File: src/rtl/branch_history_ctrl.sv
// Branch history table of 2-bit saturating counters with a post-reset/flush clear sequencer.
// Optional gshare indexing is enabled by defining BHT_GSHARE_EN.
`ifndef WORD
`define WORD [31:0]
`endif

module branch_history_ctrl #(
  parameter int         IDX_W    = 6,
  parameter logic [1:0] INIT_CNT = 2'b01
) (
  input  logic       clk,
  input  logic       rst,
  input  logic `WORD lookup_pc,
  output logic       predict,
  input  logic       upd_valid,
  input  logic `WORD upd_pc,
  input  logic       upd_taken,
  input  logic       flush_req,
  output logic       bht_ready
);

  localparam int   DEPTH    = 1 << IDX_W;
  localparam logic ST_CLEAR = 1'b0;
  localparam logic ST_RUN   = 1'b1;

  logic             state;
  logic [IDX_W-1:0] clr_ptr;
  logic [1:0]       cnt [DEPTH];
  logic [IDX_W-1:0] lookup_idx;
  logic [IDX_W-1:0] upd_idx;
  logic             upd_we;
  logic [1:0]       cur_cnt;
  logic [1:0]       nxt_cnt;
  logic             unused_pc_bits;

  assign unused_pc_bits = ^{lookup_pc[31:IDX_W+2], lookup_pc[1:0],
                            upd_pc[31:IDX_W+2], upd_pc[1:0]};

`ifdef BHT_GSHARE_EN
  logic [IDX_W-1:0] ghr;

  assign lookup_idx = lookup_pc[IDX_W+1:2] ^ ghr;
  assign upd_idx    = upd_pc[IDX_W+1:2] ^ ghr;

  // History is zeroed whenever a clear starts or restarts.
  always_ff @(posedge clk) begin
    if (rst || flush_req)
      ghr <= '0;
    else if (upd_we)
      ghr <= {ghr[IDX_W-2:0], upd_taken};
  end
`else
  assign lookup_idx = lookup_pc[IDX_W+1:2];
  assign upd_idx    = upd_pc[IDX_W+1:2];
`endif

  assign bht_ready = (state == ST_RUN);
  assign predict   = bht_ready & cnt[lookup_idx][1];

  // A flush cycle never trains, so the dropped update cannot race the clear.
  assign upd_we  = upd_valid & bht_ready & ~flush_req;
  assign cur_cnt = cnt[upd_idx];

  always_comb begin
    nxt_cnt = cur_cnt;
    if (upd_taken) begin
      if (cur_cnt != 2'b11) nxt_cnt = cur_cnt + 2'b01;
    end else begin
      if (cur_cnt != 2'b00) nxt_cnt = cur_cnt - 2'b01;
    end
  end

  always_ff @(posedge clk) begin
    if (rst) begin
      state   <= ST_CLEAR;
      clr_ptr <= '0;
    end else begin
      case (state)
        ST_CLEAR: begin
          if (flush_req) begin
            clr_ptr <= '0;
          end else begin
            clr_ptr <= clr_ptr + 1'b1;
            if (clr_ptr == '1) state <= ST_RUN;
          end
        end
        default: begin
          if (flush_req) begin
            state   <= ST_CLEAR;
            clr_ptr <= '0;
          end
        end
      endcase
    end
  end

  // Single write port: clear owns it while not ready, training otherwise.
  always_ff @(posedge clk) begin
    if (!rst) begin
      if (state == ST_CLEAR)
        cnt[clr_ptr] <= INIT_CNT;
      else if (upd_we)
        cnt[upd_idx] <= nxt_cnt;
    end
  end

endmodule
File: config.mk
export PLATFORM = sky130hd
export DESIGN_NAME = branch_history_ctrl
export DESIGN_NICKNAME = d
export VERILOG_FILES = /design/src/rtl/branch_history_ctrl.sv
export SDC_FILE = /design/constraint.sdc
export NUM_CORES = 1
export LEC_CHECK = 0
export CORE_MARGIN = 3
export CORE_UTILIZATION = 51
export DETAILED_ROUTE_END_ITERATION = 6
export PLACE_DENSITY = 0.77
export SYNTH_ARGS = -nofsm -noshare
export SYNTH_HDL_FRONTEND = slang
export SYNTH_SLANG_ARGS = --single-unit
File: constraint.sdc
create_clock -name clk -period 6.3 [get_ports clk]
set_clock_uncertainty 0.05 [all_clocks]
set_input_delay 0.945 -clock clk [delete_from_list [all_inputs] [get_ports clk]]
set_output_delay 0.945 -clock clk [all_outputs]
set_load 0.01 [all_outputs]
After elaboration in Yosys (flattened, before gate mapping)
Memory sizes are Yosys's and may differ from the RTL's.
Index checks and enable logic that the tools add are counted.

operators by class
  add/sub/neg operators = 3
  equality and inequality tests = 3
  mux-type cells = 20
  bitwise operators = 4
  reductions and logical operators = 2

operators with widths
  cell                   count
  $mux W6                4
  $mux W1                12
  $mux W2                4
  $add A6 B1 Y6 const B  1
  $eq A6 B6 Y1 const B   1
  $ne A2 B2 Y1 const B   2
  $and A1 B1 Y1          3
  $add A2 B1 Y2 const B  1
  $reduce_bool A2 Y1     1
  $reduce_or A2 Y1       1
  $sub A2 B1 Y2 const B  1
  $not A1 Y1             1

storage, ports and cells
  flip-flop bits (word level) = 7
  RAM bits = 128
  bits of input ports = 69
  output and inout port bits = 2
  word-level logic and storage cells = 35
  memories = 1

memories
  name  words  width  read ports  clocked after Yosys merged registers in  wr ports  RTL line  source
  cnt   64     2      2           0                                        1         28        logic [1:0] cnt [DEPTH];

Longest topological paths before layout
  depth after elaboration = 8
  mapped depth = 8
  gate-level depth less buffers = 6

Worst setup path before layout
Ideal clock, no wire load.

  kind = input -> register
  start point = input upd_pc[3] (netlist name)
  end point = memory cnt[0][0] (data pin)
  library setup time = 0.702 ns
  data arrival time = 5.166 ns
  setup slack = 0.383 ns
  cell stages on the path = 8
  cell sequence = clkbuf_1 > clkbuf_1 > mux4_2 > a22oi_1 > a21oi_1 > nor4_1 > a21oi_1 > o21ai_0

between the ends
  longest elaborated chain between the ends = 5

RTL lines
  what                                   RTL line  source
  start, declared                        16        input logic `WORD upd_pc,
  $mem_v2 Z64 W2 *                       --
  $sub A2 B1 Y2 (tied with other cells)  69        if (cur_cnt != 2'b00) nxt_cnt = cur_cnt - 2'b01;
  $mux W2 (on tied branches)             69, 67
  $mux W2 *                              66        if (upd_taken) begin
  $mux W2 (no line) *                    --
  end, declared                          28

Mark *: on every way between the ends. The rest lies on a longest branch, timed or not.

Worst setup path in the final report
  start point = input lookup_pc[2] (netlist name)
  end point = output predict

between the ends
  longest elaborated chain between the ends = 2

RTL lines
  what             RTL line  source
  start, declared  13        input logic `WORD lookup_pc,
  $mem_v2 Z64 W2   --
  $and A1 B1 Y1    58        assign predict = bht_ready & cnt[lookup_idx][1];
  end, declared    14        output logic predict,

Every way passes these cells.

==> flow_summary.yaml <==
placement:
  postPlaceCellArea_um2: 6570
  gp_congestion: 0.826
  post-dp-hpwl_mm: 9.01
  portBuffers: 18
  dp_slack_ns: 1.27
critical_path:
  start_kind: "input port"
  slowest_delay_ns: 0.57
  path_cells: "clkdlybuf4s50_1 -> buf_4 -> mux4_2 -> mux4_2 -> mux4_2 -> and2_1 -> clkdlybuf4s50_1"
  end_kind: "output pin"
  arrival_ns: 4.05
  crit_family: "multiplexers"
  cp_slowest_cell: "mux4_2"
  critPathBufInv: 3
  r2r_setup_slack_ns: 3.34
  crit_top_cell: "mux4_2"
  worstPathRequired_ns: 5.30
  r2r-start: "cnt[31][0]"
  reg2reg_to: "cnt[33][1]"
  cp_max_fo: 16
  reg2regPathDepth: 7
  worstSetupPathType: "input port to output pin"
power_and_ir_drop:
  power_density_nw_per_um2: 296
  leakagePower_nw: 2.21
  vdd_drop_max_uv: 131
logic_synthesis:
  yosys_warnings: 0
  syn_nets: 463
  synth_cells: 393
  synth_top_cell_by_area: "edfxtp_1"
  synth_most_common_cell: "edfxtp_1"
  ys_ff_latch: 135
  synthFlopType: "edfxtp_1"
  postSynth.asyncResetShare_pct: 0
  synth-seq-area-share_pct: 64.0
  synth-edff-count: 128
  synth_top_area_share_pct: 61.8
  synth_area_um2: 6220
  post_synth.cell_area_avg_um2: 15.8
  synth_common_cells: "edfxtp_1 (128), nor2_1 (76), mux4_2 (53)"
  synth_area_leaders: "edfxtp_1 (62%), mux4_2 (19%), nor2_1 (4.6%), dfxtp_1 (2.3%), a22oi_1 (1.9%)"
  yosysUniqueCellTypes: 39
route:
  drc_errors: 0
  drt_iter0_drc: 375
  finalWirelength_mm: 13.7
  wl_per_cell_um: 24.0
  vias: 3690
  vias_per_cell: 6.44
  drtAntennaViolNets: 0
  dr.pass1.iters: 5
sta:
  report.final.slew_viol_count: 0
  hold_ws_ns: 0.528
  finalCritPeriodShare_pct: 80.0
  report.final.setup_viol: 0
  layout_setup_ws_ns: 1.26
  fmax_mhz: 198
  setup_tns_ns: 0
  maxSlewHeadroom_pct: 38.6
  period_minus_slack_ns: 5.04
  final_hold_viol_count: 0
  rsz0062_at_grt: "false"
  worst_slew_pin_slew_ns: 0.916
floorplanning:
  core-area_um2: 11700
  initial_core_util_pct: 53.4
  die_width_um: 116
  ios: 71
  die_h_um: 116
  dieArea_um2: 13600
  rows: 39
layout:
  post-route-util_pct: 61.9
  syn2layout_area_growth_pct: 16.0
  drive_gt1_share_pct: 22.6
  regArea_um2: 3980
  fillers: 857
  antenna_cells: 0
  layout.nets: 487
  multi_input_area_um2: 2160
  final_area_um2: 7220
cts:
  cts_buffer_depth: 2
  cts_tree: "done"
  clk-insertion-delay-late_ns: 0.42
  clk_pin_slew_ns: 0.06
  post_cts_buffers: 0
  numCtsBuffers: 17
  ctsResizeCount: 0
  cts_max_level: 4
  postCtsHoldBufs: 0
  cts_sinks: 135
  root_buffer: "clkbuf_16"
min_path:
  hold_start: "clr_ptr[5]"
  hold_depth: 2
  hold-path-endpoint: "clr_ptr[5]"
  min_path_type: "flop to flop"
grt:
  grt.overflow.total: 0
  antenna_found_initial: 1
  grt_start_max_net_pins: 49
  grt_pass1_vias: 3882
  grt_usage_pct: 22.3
  grt_pass1_wl_mm: 21.4
job:
  drv_cap: 0
status:
  outcome: "completed"
[registers in the layout (all words and copies together), names as in the netlist]
register   count
clr_ptr        6
bht_ready      1
cnt          128
[cell usage in the layout, fill, tap and decap left out, drive strengths merged, types with 2 or more instances in the layout]
| cell | netlist | final |
|---|---|---|
| mux4 | 53 | 53 |
| mux2i | 2 | 2 |
| buf | 8 | 7 |
| a22oi | 16 | 16 |
| a211oi | 2 | 2 |
| or3 | 4 | 4 |
| o31ai | 2 | 2 |
| nand3b | 2 | 2 |
| nor2 | 76 | 76 |
| and2 | 3 | 3 |
| a21oi | 10 | 10 |
| nand4 | 2 | 2 |
| dfxtp | 7 | 7 |
| edfxtp | 128 | 128 |
| or4 | 2 | 2 |
| clkbuf | 11 | 18 |
| nand2b | 6 | 6 |
| nor2b | 4 | 4 |
| nand3 | 6 | 6 |
| nand2 | 22 | 22 |
| o21ai | 9 | 9 |
| bufinv | 0 | 5 |
| clkdlybuf4s50 | 0 | 17 |
| clkinv | 0 | 6 |
| o21a | 3 | 3 |
| inv | 3 | 5 |
| xor2 | 3 | 3 |
[where the power goes]
part,total [mW],leakage (nW),switching [mW],internal (mW)
clock network,1.08,0.315,0.378,0.706
logic,0.0795,0.648,0.0447,0.0348
registers,0.970,1.25,0.00173,0.969
total,2.13,2.21,0.425,1.71
[worst max path at each step]
stage | endpoint | cells after the start | from
6_report | predict | 7 | lookup_pc[2]
3_5_place_dp | predict | 7 | lookup_pc[2]
2_1_floorplan | cnt[0][0] | 8 | upd_pc[3]
3_3_place_gp | predict | 7 | lookup_pc[2]
5_1_grt | predict | 7 | lookup_pc[2]
4_1_cts | predict | 7 | lookup_pc[2]
[logic make-up after synthesis]
kind of cell             after synthesis  share of synthesized area [%]
flip-flops                           135                           64.0
AND/OR/NAND/NOR                      131                           9.31
multiplexers                          55                           19.5
AO/OA/AOI/OAI                         45                           4.72
buffers and inverters                 22                           1.69
XOR/XNOR                               4                          0.563
adder cells (fa/ha/maj)                1                          0.201
[final cells by class]
cell class,instances,area share [%]
clock buffers,18,5.94
repair buffers,24,3.22
multi-input cells,236,29.9
clock inverters,14,3.10
well taps,143,2.48
flip-flops and latches,135,55.2
inverters,3,0.156
[metal layers]
metal	share of wire (%)	track usage, %	up-vias
li1	-	-	1621
met1	39	28.7	1902
met2	51	36.6	131
met3	7.1	5.70	34
met4	2.6	9.28	2
met5	0.080	0	-
[through the flow]
step,instances,total power [mW]
finish,573,2.13
global placement,541,1.07
detailed placement,541,1.07
CTS,573,2.14
global route,573,2.19
floorplan,393,1.04
[tightest hold or removal path, delay by kind of cell, from the launching register on]
family	cells	cell delay, ns
DFF	1	0.37
AOI/OAI and AO/OA	2	0.16
Power figures use the tool's default switching activity.
